$ cat config.mk
export PLATFORM = sky130hd
export DESIGN_NAME = mul_sequencer
export DESIGN_NICKNAME = d
export VERILOG_FILES = /design/src/rtl/mulseq_pkg.sv /design/src/rtl/mulseq_datapath.sv /design/src/rtl/mul_sequencer.sv
export SDC_FILE = /design/constraint.sdc
export NUM_CORES = 1
export LEC_CHECK = 0
export CAP_MARGIN = 25
export CORE_ASPECT_RATIO = 0.75
export CORE_MARGIN = 2
export CORE_UTILIZATION = 55
export DETAILED_ROUTE_END_ITERATION = 7
export PLACE_DENSITY = 0.9
export SYNTH_ARGS = -nofsm -noshare
export SYNTH_HDL_FRONTEND = slang
export SYNTH_SLANG_ARGS = --single-unit
$ cat constraint.sdc
create_clock -name Clk -period 7.1 [get_ports Clk]
set_input_delay 1.065 -clock Clk [delete_from_list [all_inputs] [get_ports Clk]]
set_output_delay 1.065 -clock Clk [all_outputs]
set_load 0.01 [all_outputs]
$ cat src/rtl/mulseq_pkg.sv
// Shared definitions for the sequential shift/add multiplier:
// state encoding, MUL/MLA opcode values and the default operand width.
package mulseq_pkg;

    localparam int MULSEQ_DATA_W = 32;

    localparam logic OP_MUL = 1'b0;
    localparam logic OP_MLA = 1'b1;

    typedef enum logic [1:0] {
        IDLE = 2'd0,
        RUN  = 2'd1,
        DONE = 2'd2
    } state_t;

endpackage

$ cat src/rtl/mulseq_datapath.sv
// Shift/add datapath: multiplicand, multiplier and running product
// registers plus the captured result. Sequencing comes from mul_sequencer.
module mulseq_datapath
    import mulseq_pkg::*;
#(
    parameter int DATA_W = MULSEQ_DATA_W
) (
    input  logic              Clk,
    input  logic              Reset,
    input  logic              Load,
    input  logic              Step,
    input  logic              Capture,
    input  logic              OpE,
    input  logic [DATA_W-1:0] SrcA,
    input  logic [DATA_W-1:0] SrcB,
    input  logic [DATA_W-1:0] Acc,
    output logic              NextMplierZero,
    output logic [DATA_W-1:0] Result
);

    logic [DATA_W-1:0] mcand;
    logic [DATA_W-1:0] mplier;
    logic [DATA_W-1:0] product;
    logic [DATA_W-1:0] productNext;
    logic [DATA_W-1:0] mplierNext;

    // One iteration of the add-and-shift step, evaluated every cycle
    always_comb begin
        productNext    = mplier[0] ? (product + mcand) : product;
        mplierNext     = mplier >> 1;
        NextMplierZero = (mplierNext == '0);
    end

    // Operand load on start, iterate in RUN, capture final sum into Result
    always_ff @(posedge Clk) begin
        if (!Reset) begin
            mcand   <= '0;
            mplier  <= '0;
            product <= '0;
            Result  <= '0;
        end else begin
            if (Load) begin
                mcand   <= SrcA;
                mplier  <= SrcB;
                product <= (OpE == OP_MLA) ? Acc : '0;
            end else if (Step) begin
                mcand   <= mcand << 1;
                mplier  <= mplierNext;
                product <= productNext;
            end
            // Capture the last iteration's sum so Result is valid in DONE
            // while product is free to reload for a back-to-back start.
            if (Capture) begin
                Result <= productNext;
            end
        end
    end

endmodule

$ cat src/rtl/mul_sequencer.sv
// Multi-cycle MUL/MLA sequencer: FSM, iteration counter and pipeline stall
// request around the mulseq_datapath shift/add engine.
// Optional build macro: MULSEQ_EARLY_TERM_EN (finish once the shifted
// multiplier becomes zero instead of always running DATA_W iterations).
module mul_sequencer
    import mulseq_pkg::*;
#(
    parameter int DATA_W = MULSEQ_DATA_W,
    parameter int CNT_W  = $clog2(DATA_W) + 1
) (
    input  logic              Clk,
    input  logic              Reset,
    input  logic              StartE,
    input  logic              OpE,
    input  logic [DATA_W-1:0] SrcAE,
    input  logic [DATA_W-1:0] SrcBE,
    input  logic [DATA_W-1:0] AccE,
    input  logic [3:0]        WA3E,
    input  logic              KillE,
    output logic              StallReq,
    output logic              Busy,
    output logic              Done,
    output logic [DATA_W-1:0] Result,
    output logic [3:0]        WA3Out
);

    localparam logic [1:0] ST_IDLE = IDLE;
    localparam logic [1:0] ST_RUN  = RUN;
    localparam logic [1:0] ST_DONE = DONE;

`ifdef MULSEQ_EARLY_TERM_EN
    localparam bit EarlyTerm = 1'b1;
`else
    localparam bit EarlyTerm = 1'b0;
`endif

    logic [1:0]       state;
    logic [1:0]       stateNext;
    logic [CNT_W-1:0] cnt;
    logic [3:0]       wa3Lat;
    logic             startOk;
    logic             load;
    logic             step;
    logic             finish;
    logic             capture;
    logic             nextMplierZero;

    // Control strobes for the datapath and termination condition
    always_comb begin
        startOk = StartE & ~KillE;
        load    = startOk & (state != ST_RUN);
        step    = (state == ST_RUN) & ~KillE;
        finish  = (cnt == CNT_W'(DATA_W - 1)) | (EarlyTerm & nextMplierZero);
        capture = step & finish;
    end

    // Next-state logic; a kill in RUN wins over completion
    always_comb begin
        stateNext = state;
        case (state)
            ST_IDLE: stateNext = startOk ? ST_RUN : ST_IDLE;
            ST_RUN: begin
                if (KillE) begin
                    stateNext = ST_IDLE;
                end else if (finish) begin
                    stateNext = ST_DONE;
                end
            end
            ST_DONE: stateNext = startOk ? ST_RUN : ST_IDLE;
            default: stateNext = ST_IDLE;
        endcase
    end

    // State, iteration counter and destination register tracking
    always_ff @(posedge Clk) begin
        if (!Reset) begin
            state  <= ST_IDLE;
            cnt    <= '0;
            wa3Lat <= '0;
            WA3Out <= '0;
        end else begin
            state <= stateNext;
            if (load) begin
                cnt    <= '0;
                wa3Lat <= WA3E;
            end else if (step) begin
                cnt <= cnt + CNT_W'(1);
            end
            if (capture) begin
                WA3Out <= wa3Lat;
            end
        end
    end

    // Status outputs; forced low while reset is asserted
    always_comb begin
        StallReq = Reset & ((startOk & (state != ST_RUN)) |
                            ((state == ST_RUN) & ~KillE));
        Busy     = Reset & (state == ST_RUN);
        Done     = Reset & (state == ST_DONE);
    end

    mulseq_datapath #(
        .DATA_W(DATA_W)
    ) uDatapath (
        .Clk            (Clk),
        .Reset          (Reset),
        .Load           (load),
        .Step           (step),
        .Capture        (capture),
        .OpE            (OpE),
        .SrcA           (SrcAE),
        .SrcB           (SrcBE),
        .Acc            (AccE),
        .NextMplierZero (nextMplierZero),
        .Result         (Result)
    );

endmodule

# Word-level counts from Yosys, hierarchy flattened
# Index checks and enable logic that the tools add are counted.
# word_totals
ff_bits	144
in_bits	105
out_inout_bits	39
wordCells	41
# op_classes
addsub	2
eq_ne	5
n_mux	12
bitwise	10
n_reduce_logical	4
# ops
cell	count
two-way mux 32 bit	8
adder 32 bit	1
AND 1 bit	7
adder 6 x 1 -> 6 bit, second input constant	1
equality test 6 x 5 -> 1 bit, second input constant	1
two-way mux 2 bit	2
one-hot mux 2 bit (2 select lines)	1
OR reduction 2 bit	2
!= test 3 bit, second input constant	1
equality test 2 x 1 -> 1 bit, second input constant	1
equality test 2 bit, second input constant	1
logical NOT 2 bit	1
!= test 2 x 1 -> 1 bit, second input constant	1
NOT 1 bit	2
nonzero test 2 bit	1
two-way mux 1 bit	1
OR 1 bit	1

# Longest topological paths before layout
# Gate-level depths: netlist of the first run.
# logic_depth
ltp_word	5
mapped_depth	11
ltp_nobuf	11

# Hierarchy
# Synthesis of the first run repeated with hierarchy kept, for this count alone.
# hier_totals
cells_unflattened	1045
area_unflattened_um2	8281.7
# modules_own_cells
mod	instances	cells_per_inst	area_each_um2	seq_area_each_um2
mulseq_datapath	1	964	7541.0	2562.5
mul_sequencer	1	81	740.7	320.3

# Worst setup path after synthesis of the first run
# Ideal clock, no wire load.
# synth_path
kind	input to output
start	input port KillE
end	output port StallReq
arrival_ns	2.001
required_time_ns	6.035
path_slack_ns	4.034
path_stages	4
path_buffers	1
cell_sequence	nor2_1 -> nor2_1 -> clkbuf_1 -> nor2_1
# synth_between
elab_chain_len	5
elab_cells_between_ends	6
classes_between	bitwise (6)
# synth_rtl
item	line	text
from (decl)	mul_sequencer.sv:19	input logic KillE,
NOT 1 bit *	mul_sequencer.sv:50, mul_sequencer.sv:98	
AND 1 bit	mul_sequencer.sv:50	startOk = StartE & ~KillE;
AND 1 bit	mul_sequencer.sv:97	StallReq = Reset & ((startOk & (state != ST_RUN)) |
OR 1 bit *	mul_sequencer.sv:97	
AND 1 bit *	mul_sequencer.sv:97	
to (decl)	mul_sequencer.sv:20	output logic StallReq,
# Mark *: on every way between the ends. The rest lies on a longest branch, timed or not.

# Worst setup path after layout of the first run
# layout_path
start	input port Reset
end	output port Done
# layout_between
elab_chain_len	1
# layout_rtl
item	line	text
from (decl)	mul_sequencer.sv:12	input logic Reset,
AND 1 bit	mul_sequencer.sv:100	Done = Reset & (state == ST_DONE);
to (decl)	mul_sequencer.sv:22	output logic Done,
# Every way passes these cells.

==> impl_results.md, run 1 <==
* Status: complete, no violations
* Initial core utilization at 0.570
* Fin crit period at just over 5 ns
* Largest fanout on the critical path at 48
* Critical path arrival at 4.10 ns
* Final Hold Fails at 0
* # IOs at 144
* Seq. cell area at around 2900 um^2
* H-tree Lvls at 4
* Die ar. at around 15000 um^2
* RSZ-0062 raised after global routing: no
* Min-Delay Path Class: register to register
* DP HPWL at between 10000 and 15000 um
* 1st-pass router iterations at 5
* Gr usage total at 0.289
* First-pass GRT wire length at 35600 um
* Post-cts sizing count at 0
* Clock tree sinks at between 100 and 150
* Mapped cell area at between 7000 and 8000 um^2
* Vias in the first global route at between 7000 and 8000
* Clock power share at 0.442
* Final WL at about 22000 um
* Final Setup Violations at 0
* Clock root buffer: clkbuf_16
* Sequential share of the synthesized area at 0.364
* Clk slew on worst S/H paths at 0.06 ns
* Max Slew Vio Count at 0
* Logic pwr share at 0.168
* Type of origin of the critical path: input port
* Post-CTS setup buffers at 0
* Synth Register Bits at approximately 140
* Req. time, crit path at slightly above 6 ns
* Cts hold-fix bufs at 0
* Longest Clk Path Bufs at 2
* Tcrit/Tclk final at 0.728
* Sw frac at 0.269
* Die X at 143 um
* Final Core Density at 0.720
* Setup crit start: Reset
* Post-route insts no fill at ~1300
* Synth Flop Type: dfxtp_1
* Worst vdd ir at between 0.0001 and 0.00015 V
* Clock latency on the worst-skew pair at 0.43 ns
* Routed length per instance at around 17 um
* FP Rows at 37
* Global route overflow at 0
* Initial DRC count at approximately 950
* Vias at 7898
* Synth unique cells at 67
* Int Power at approximately 1.7 mW
* Hold wc startpoint: wa3Lat[2]
* CP Capture Type: primary output
* Die Height at approximately 110 um
* Worst slew pin tran at about 1.1 ns
* Synth Instances at 1002
* Layout cells sized above 1 at 0.0606
* Vias per cell at around 6.2
* Fillers at between 1000 and 1500
* Largest net degree at the start of global routing at 91
* IO buf count at about 140
* Max Freq at between 0.15 and 0.2 GHz
* # placed instances at roughly 1200
* ANT cells at 0
* Syn Nets at approximately 1100
* WS Path Type: input port to primary output
* Multi-input logic area at around 4700 um^2
* Synth Warn # at 0
* Slew HR at 0.287
* Flop pwr share at 0.391
* Clock skew at around 0.0086 ns
* Post-synth EDFFs at 0
* Switching Power at 613 uW
* Total Nets Final at ~1200
* Layout area overhead at 26.4%
* Lkg Pwr at roughly 3.8 nW
* Worst r2r src: uDatapath.product[0]
* GP Congestion at 0.926
* CTS Buf Count at 17
* Power Dens Cells at approximately 230 nW/um^2
* Setup TNS at 0 ns
* Synth Area per Inst at between 7 and 8 um^2
* Drc violations at 0
* Post-route ant nets at 0
* Core Region at approximately 14000 um^2
* Initial antenna violation count at 0
* Async SR Flop Fraction at 0
* CTS tree: yes
* Max_cap viols at 0
[logic make-up (layout without fill, tap and decap cells)]
| kind of cell | after synthesis | in the layout | share of synthesized area |
|---|---|---|---|
| adders and majority gates | 33 | 33 | 0.0531 |
| and+or+nand+nor | 383 | 383 | 0.206 |
| xor gates and xnor gates | 31 | 31 | 0.0353 |
| DFF | 144 | 144 | 0.364 |
| AOI/OAI and AO/OA | 299 | 299 | 0.267 |
| buffers and inverters | 87 | 190 | 0.0424 |
| muxes | 25 | 25 | 0.0322 |
[layout make-up]
cell class | instances | share of cell area
clock buffer | 19 | 0.0453
clock inverter | 13 | 0.0208
inverter | 8 | 0.00313
multi-input combinational | 771 | 0.472
sequential | 144 | 0.288
tap | 175 | 0.0219
timing repair buffer | 150 | 0.148
[cell usage in the layout, fill, tap and decap left out, types with 10 or more instances in the layout]
cell type,n
mux2i_1,24
ha_1,32
clkbuf_16,17
a211oi_1,24
clkdlybuf4s50_1,143
nand2_1,168
and3_1,10
xor2_1,16
dfxtp_1,143
a21o_1,21
nand3_1,16
a311oi_1,68
o21ai_0,50
nor2_1,132
xnor2_1,14
a21oi_1,65
a31oi_1,15
[power by group through the flow]
stage               Combinational [mW]  Clock [mW]  Sequential, mW
floorplan                        0.254           0           0.892
global placement                 0.361           0           0.902
detailed placement               0.369           0           0.903
CTS                              0.374        1.01           0.886
global route                     0.418        1.04           0.892
finish                           0.381        1.00           0.888
[metrics by stage]
step	power [mW]	setup WS [ns]	hold slack, ns	area (um^2)
6_report	2.27	1.93	0.459	10000
3_3_place_gp	1.26	2.08	0.438	9340
4_1_cts	2.27	2.00	0.458	10000
3_5_place_dp	1.27	2.06	0.447	9340
2_1_floorplan	1.15	4.03	0.432	7920
5_1_grt	2.35	1.80	0.481	10000
[final timing paths]
kind | depth (start not counted) | to | slack, ns
setup / recovery | 4 | Done | 1.93
hold / removal | 2 | wa3Lat[2] | 0.46
setup reg to reg | 11 | uDatapath.Result[28] | 3.84
hold reg to reg | 2 | wa3Lat[2] | 0.46
[flip-flops by register name, summed over array words and instances, names as in the netlist]
signal	cells
uDatapath.mcand	32
WA3Out	4
uDatapath.product	32
uDatapath.Result	32
cnt	6
state	2
wa3Lat	4
uDatapath.mplier	32
[Yosys cell counts, types with 9 or more instances]
| cell | instances | area [um^2] |
|---|---|---|
| nand2_1 | 170 | 638 |
| mux2i_1 | 24 | 240 |
| nor3_1 | 9 | 45.0 |
| o211ai_1 | 9 | 67.6 |
| and3_1 | 10 | 62.6 |
| ha_1 | 32 | 400 |
| xnor2_1 | 14 | 123 |
| o21ai_0 | 50 | 250 |
| nor2_1 | 135 | 507 |
| xor2_1 | 16 | 140 |
| nand3_1 | 16 | 80.1 |
| a21o_1 | 21 | 158 |
| a21oi_1 | 65 | 325 |
| clkbuf_1 | 72 | 270 |
| nor2b_1 | 9 | 56.3 |
| dfxtp_1 | 144 | 2880 |
| a31oi_1 | 15 | 93.8 |
| a311oi_1 | 68 | 596 |
| a211oi_1 | 24 | 180 |
[worst max-delay path, cell delays in order]
cell,delay [ns]
clkdlybuf4s50_1,1.18
clkinv_2,0.86
nor3b_1,0.40
clkdlybuf4s50_1,0.58
[metal layers]
layer,global-route usage,part of all wire,routed length (um),vias up
met5,0,0,0,-
met4,0.0926,0.019,427,0
met3,0.0609,0.089,1990,44
met2,0.429,0.43,9570,400
met1,0.418,0.46,10300,3655
li1,-,-,-,3799
(Power assumes the default switching activity.)
==> inputs of run 2 (changes only) <==
Settings changed: CORE_UTILIZATION 55 to 48, PLACE_DENSITY 0.9 to 0.84.
Clock period 7.1 ns to 4.55 ns, I/O delays scaled along.
==> run 2 against run 1 <==
  * Total power increased by 46%
  * Sequential share of layout area decreased by 0.072 points
  * First-iteration DRC count shrank 28%
==> impl_results.md, run 2 (synthesized netlist as in run 1, its figures left out) <==
* Initial antenna violation count at 0
* Hold Crit Endpoint: WA3Out[0]
* Largest net degree at the start of global routing at between 80 and 90
* Post-route ant nets at 0
* Post-route insts no fill at between 1000 and 1500
* RSZ-0062 raised after global routing: no
* Flop pwr share at 0.419
* CTS tree: yes
* Int Power at between 2 and 2.5 mW
* CP Capture Type: primary output
* Final Setup Violations at 0
* Most frequent cells in the layout: nand2_1 (168), dfxtp_1 (143), clkdlybuf4s50_1 (143), nor2_1 (132), a311oi_1 (68)
* Cts hold-fix bufs at 0
* Critical path arrival at between 2 and 3 ns
* Vias per cell at 5.89
* Reg-to-reg endpoint: uDatapath.Result[28]
* Status: complete, no violations
* Longest Clk Path Bufs at 2
* Worst r2r src: uDatapath.product[0]
* DP HPWL at approximately 16000 um
* Fin crit period at 3.32 ns
* Vias at 7768
* Depth of the most critical reg-to-reg path at 11
* Clock latency on the worst-skew pair at roughly 0.43 ns
* Layout cells sized above 1 at 0.0640
* IO buf count at 143
* Post-cts sizing count at 0
* CP top delay family: buffers and inverters
* Post-CTS setup buffers at 0
* Max Freq at about 0.3 GHz
* Routed length per instance at between 15 and 20 um
* Gr usage total at 0.255
* Clock tree sinks at 144
* Min-Delay Path Depth at 2
* Clock power share at 0.399
* Total Nets Final at approximately 1200
* Layout area overhead at 26.7%
* Power Dens Cells at between 300 and 400 nW/um^2
* Max Slew Vio Count at 0
* Met1 usage at 0.360
* 1st-pass router iterations at 6
* Fillers at 1403
* FP Rows at 40
* Final WL at 22500 um
* Logic pwr share at 0.182
* Lkg Pwr at between 3 and 4 nW
* Max_cap viols at 0
* ANT cells at 0
* CTS Buf Count at 17
* Met3 Resource Use GR at 0.0516
* Min-Delay Path Class: register to register
* Worst slew pin tran at about 0.86 ns
* WS Path Type: input port to primary output
* Vias in the first global route at slightly above 7000
* Setup TNS at 0 ns
* First-pass GRT wire length at around 36000 um
* Crit path cell chain: clkdlybuf4s50_1, nor2_1, nor2_2, nor2_1, clkdlybuf4s50_1
* Hold wc startpoint: wa3Lat[0]
* # placed instances at 1289
* GP Congestion at between 0.8 and 0.9
* Req. time, crit path at 3.87 ns
* Type of origin of the critical path: input port
* Final Hold Fails at 0
* CP max stage delay at approximately 0.56 ns
* Setup crit start: KillE
* Die ar. at roughly 18000 um^2
* Switching Power at roughly 950 uW
* Clock skew at between 0.007 and 0.008 ns
* Largest fanout on the critical path at 8
* Worst vdd ir at between 0.00015 and 0.0002 V
* H-tree Lvls at 4
* Clk slew on worst S/H paths at 0.06 ns
* Met2 Track Usage GR at 0.398
* Die X at ~150 um
* Most common cell after layout, fill and taps aside: nand2_1
* Global route overflow at 0
* Core Region at between 15000 and 20000 um^2
* GR peak layer: met2
* Initial core utilization at 0.493
* CP bufs+invs at 2
* # IOs at about 140
* Drc violations at 0
* Sw frac at 0.288
* Slew HR at 0.428
* Die Height at approximately 120 um
* Reg2Reg Setup Slack at roughly 1.4 ns
* Crit path max-delay cell type: clkdlybuf4s50_1
* Tcrit/Tclk final at 0.729
* Clock root buffer: clkbuf_16
* Initial DRC count at 689
==> run 2: cell types whose count changed in the layout (fill, tap and decap cells not counted) <==
cell | previous run | this run
bufinv_16 | 5 | 1
clkbuf_8 | 2 | 1
buf_12 | 0 | 2
clkinvlp_4 | 1 | 2
buf_4 | 7 | 10
clkinv_4 | 2 | 4
buf_16 | 0 | 1
==> run 2: how the worst max path moves through the flow <==
stage | end | slack (ns) | depth (start not counted)
after global routing | StallReq | 1.12 | 5
after CTS | StallReq | 1.25 | 5
final | StallReq | 1.23 | 5
after detailed placement | StallReq | 1.26 | 5
after floorplan | uDatapath.Result[28] | 1.86 | 11
after global placement | StallReq | 0.94 | 5
==> run 2: worst min-delay path: cells and delay by family, from the launching register on <==
kind | cells | cell delay [ns]
flip-flops | 1 | 0.31
AND/OR/NAND/NOR | 1 | 0.05
AO/OA/AOI/OAI | 1 | 0.05
==> run 2: stage by stage <==
stage                     setup WS (ns)  cell area (um^2)  total power [mW]  hold WS [ns]  utilization
final                              1.23             10000              3.31         0.455        0.624
after global routing               1.12             10000              3.43         0.480        0.624
after CTS                          1.25             10000              3.31         0.453        0.624
after detailed placement           1.26              9480              2.00         0.444        0.590
after global placement            0.938              9450              1.98         0.441        0.588
after floorplan                    1.86              7920              1.79         0.432            -
==> run 2: final cells by class <==
type                            instances  area, um^2  area share
Multi-Input combinational cell        771        4720       0.471
Sequential cell                       144        2880       0.288
Timing Repair Buffer                  156        1570       0.157
Clock buffer                           18         439      0.0438
Tap cell                              210         263      0.0262
Clock inverter                         12         113      0.0112
Inverter                                8        31.3     0.00312
==> run 2: metal layers <==
| metal | vias to the layer above | part of all wire | wire length (um) |
|---|---|---|---|
| met1 | 3608 | 0.47 | 10600 |
| met3 | 36 | 0.077 | 1730 |
| met5 | - | 0 | 0 |
| met2 | 319 | 0.44 | 9880 |
| li1 | 3805 | - | - |
| met4 | 0 | 0.014 | 306 |
==> run 2: power by group through the flow <==
stage,registers [mW],clock network [mW],logic (mW)
2_1_floorplan,1.39,0,0.397
3_3_place_gp,1.41,0,0.575
3_5_place_dp,1.41,0,0.590
4_1_cts,1.38,1.33,0.597
5_1_grt,1.39,1.38,0.663
6_report,1.38,1.32,0.602
==> inputs of run 3 (changes only) <==
Settings changed: CORE_UTILIZATION 48 to 53, PLACE_DENSITY 0.84 to 0.88.
Clock period 4.55 ns to 3.2 ns, I/O delays scaled along.
==> run 3 against run 2 <==
  * Clock power up 62%
  * Worst setup slack worse by 1.0 ns
  * Wire length up 4.3%
  * Flip-flop and latch count unchanged
  * Sequential share of layout area down 0.28 points
  * Cell area up 0.99%
  * Global-route usage up 3.9 points
  * Hold slack worse by 0.00080 ns
  * Sequential power up 43%
  * Count of clock-buffer cells in the layout up 2
  * Clock skew up 0.0013 ns
  * Largest cell class unchanged
==> impl_results.md, run 3 (synthesized netlist as in run 1, its figures left out) <==
* Status: complete, no violations
* Final Core Density at 0.696
* Hold Crit Endpoint: WA3Out[2]
* Drc violations at 0
* Post-route ant nets at 0
* Largest fanout on the critical path at 4
* Highest routed layer: met4
* Final Hold Fails at 0
* Worst r2r src: uDatapath.product[0]
* Die ar. at 15900 um^2
* CTS tree: yes
* WL met3 at approximately 2000 um
* Int Power at roughly 3.6 mW
* Initial DRC count at between 700 and 800
* Hold wc startpoint: wa3Lat[2]
* Die Height at about 110 um
* Initial antenna violation count at 0
* Logic pwr share at 0.175
* CP max stage delay at between 0.3 and 0.4 ns
* Critical path arrival at 3.33 ns
* Type of origin of the critical path: register
* Clock skew at 0.00897 ns
* Clock tree sinks at 144
* Final WL at between 20000 and 25000 um
* Clock latency on the worst-skew pair at 0.42 ns
* Clock root buffer: clkbuf_16
* Clock power share at 0.429
* Vias at 8066
* Fin crit period at approximately 3.0 ns
* Switching Power at between 1 and 1.5 mW
* RSZ-0062 raised after global routing: no
* Max Freq at ~0.34 GHz
* Req. time, crit path at 3.55 ns
* Layout cells sized above 1 at 0.0699
* ANT cells at 0
* Largest net degree at the start of global routing at 64
* # IOs at roughly 140
* Final Setup Violations at 0
* Max_cap viols at 0
* Slew HR at 0.446
* WS Path Type: register to register
* Global route overflow at 0
* GP Congestion at 0.929
* First-pass GRT wire length at 37900 um
* CP bufs+invs at 0
* Depth of the most critical reg-to-reg path at 11
* Initial core utilization at 0.544
* M1 wire length at roughly 11000 um
* Routed length per instance at around 18 um
* Reg2Reg Setup Slack at around 0.22 ns
* Total Nets Final at approximately 1200
* Min-Delay Path Depth at 2
* 1st-pass router iterations at 8
* Worst slew pin tran at about 0.82 ns
* Setup TNS at 0 ns
* Design Power at between 4 and 5 mW
* Sw frac at 0.277
* CP top delay family: compound AO/OA/AOI/OAI gates
* Pre-CTS setup slack at 0.173 ns
* Flop pwr share at 0.396
* DP HPWL at roughly 16000 um
* WL met2 at slightly above 10000 um
* Most common cell after layout, fill and taps aside: nand2_1
* Longest Clk Path Bufs at 2
* Crit path cell chain: ha_1, fa_2, a21oi_2, o21ai_2, a221oi_4, nor4_1, a311oi_2, a31oi_1, xnor2_1, a211o_1, a21oi_1
* Vias per cell at ~6.1
* Hold_ws at 0.454 ns
* Layout area overhead at 27.9%
* Lkg Pwr at approximately 3.9 nW
* Max Slew Vio Count at 0
* Crit path max-delay cell type: fa_2
* Tcrit/Tclk final at 0.931
* Power Dens Cells at 492 nW/um^2
* Die X at roughly 150 um
* Vias in the first global route at between 7000 and 8000
* Cts hold-fix bufs at 0
* Fin worst setup slack at 0.219 ns
* Clk slew on worst S/H paths at ~0.06 ns
* CTS Buf Count at 17
* H-tree Lvls at 4
* Most frequent cells in the layout: nand2_1 (168), dfxtp_1 (143), clkdlybuf4s50_1 (143), nor2_1 (132), a311oi_1 (68)
* CP Capture Type: register
* Fillers at between 1000 and 1500
* Min-Delay Path Class: register to register
* Gr usage total at 0.293
* Core Region at about 15000 um^2
* Reg-to-reg endpoint: uDatapath.product[28]
* IO buf count at around 140
* Worst vdd ir at 0.000353 V
* FP Rows at 38
-- run 3: cell count changes in the layout (fill, tap and decap cells not counted), sizes merged --
cell	change
bufinv	+3
buf	+5
clkinv	-2
clkbuf	+2
clkinvlp	-1
-- run 3: area by class of cell --
class	count	area, um^2	area share
sequential	144	2880	0.285
clock buffer	20	447	0.0441
timing repair buffer	161	1590	0.157
clock inverter	12	181	0.0179
tap	200	250	0.0247
inverter	8	31.3	0.00309
multi-input combinational	771	4740	0.468
-- run 3: worst max path at each step --
stage / start / end / slack (ns) / cells after the start
floorplan: uDatapath.product[0] / uDatapath.Result[28] / 0.51 / 11
global placement: uDatapath.product[0] / uDatapath.Result[28] / 0.26 / 11
detailed placement: uDatapath.product[0] / uDatapath.product[28] / 0.17 / 11
CTS: uDatapath.product[0] / uDatapath.product[28] / 0.12 / 11
global route: uDatapath.product[0] / uDatapath.Result[28] / 0.01 / 11
finish: uDatapath.product[0] / uDatapath.product[28] / 0.22 / 11
-- run 3: power by group through the flow --
stage,clock (mW),sequential [mW],combinational [mW]
floorplan,0,1.98,0.564
global route,2.22,1.98,0.952
detailed placement,0,2.00,0.839
CTS,2.14,1.97,0.852
global placement,0,2.00,0.816
finish,2.14,1.97,0.871
-- run 3: timing repair --
item	4_1_cts	5_1_grt
buffers inserted	0	1
endpoints found under the setup margin	0	8
gates resized for setup	0	4
-- run 3: worst min-delay path, cell delays in order (launching register included) --
cell	delay [ns]
dfxtp_1	0.31
nand2_1	0.05
a21oi_1	0.05
-- run 3: per-layer routing --
metal / track usage / vias up
met5: 0 / -
met4: 0.0910 / 0
met3: 0.0515 / 38
met2: 0.455 / 370
met1: 0.420 / 3833
li1: - / 3825
-- run 3: through the flow --
step	cells	cell area (um^2)
after global placement	1283	9470
after floorplan	1002	7920
final	1316	10100
after CTS	1315	10100
after global routing	1316	10100
after detailed placement	1283	9470
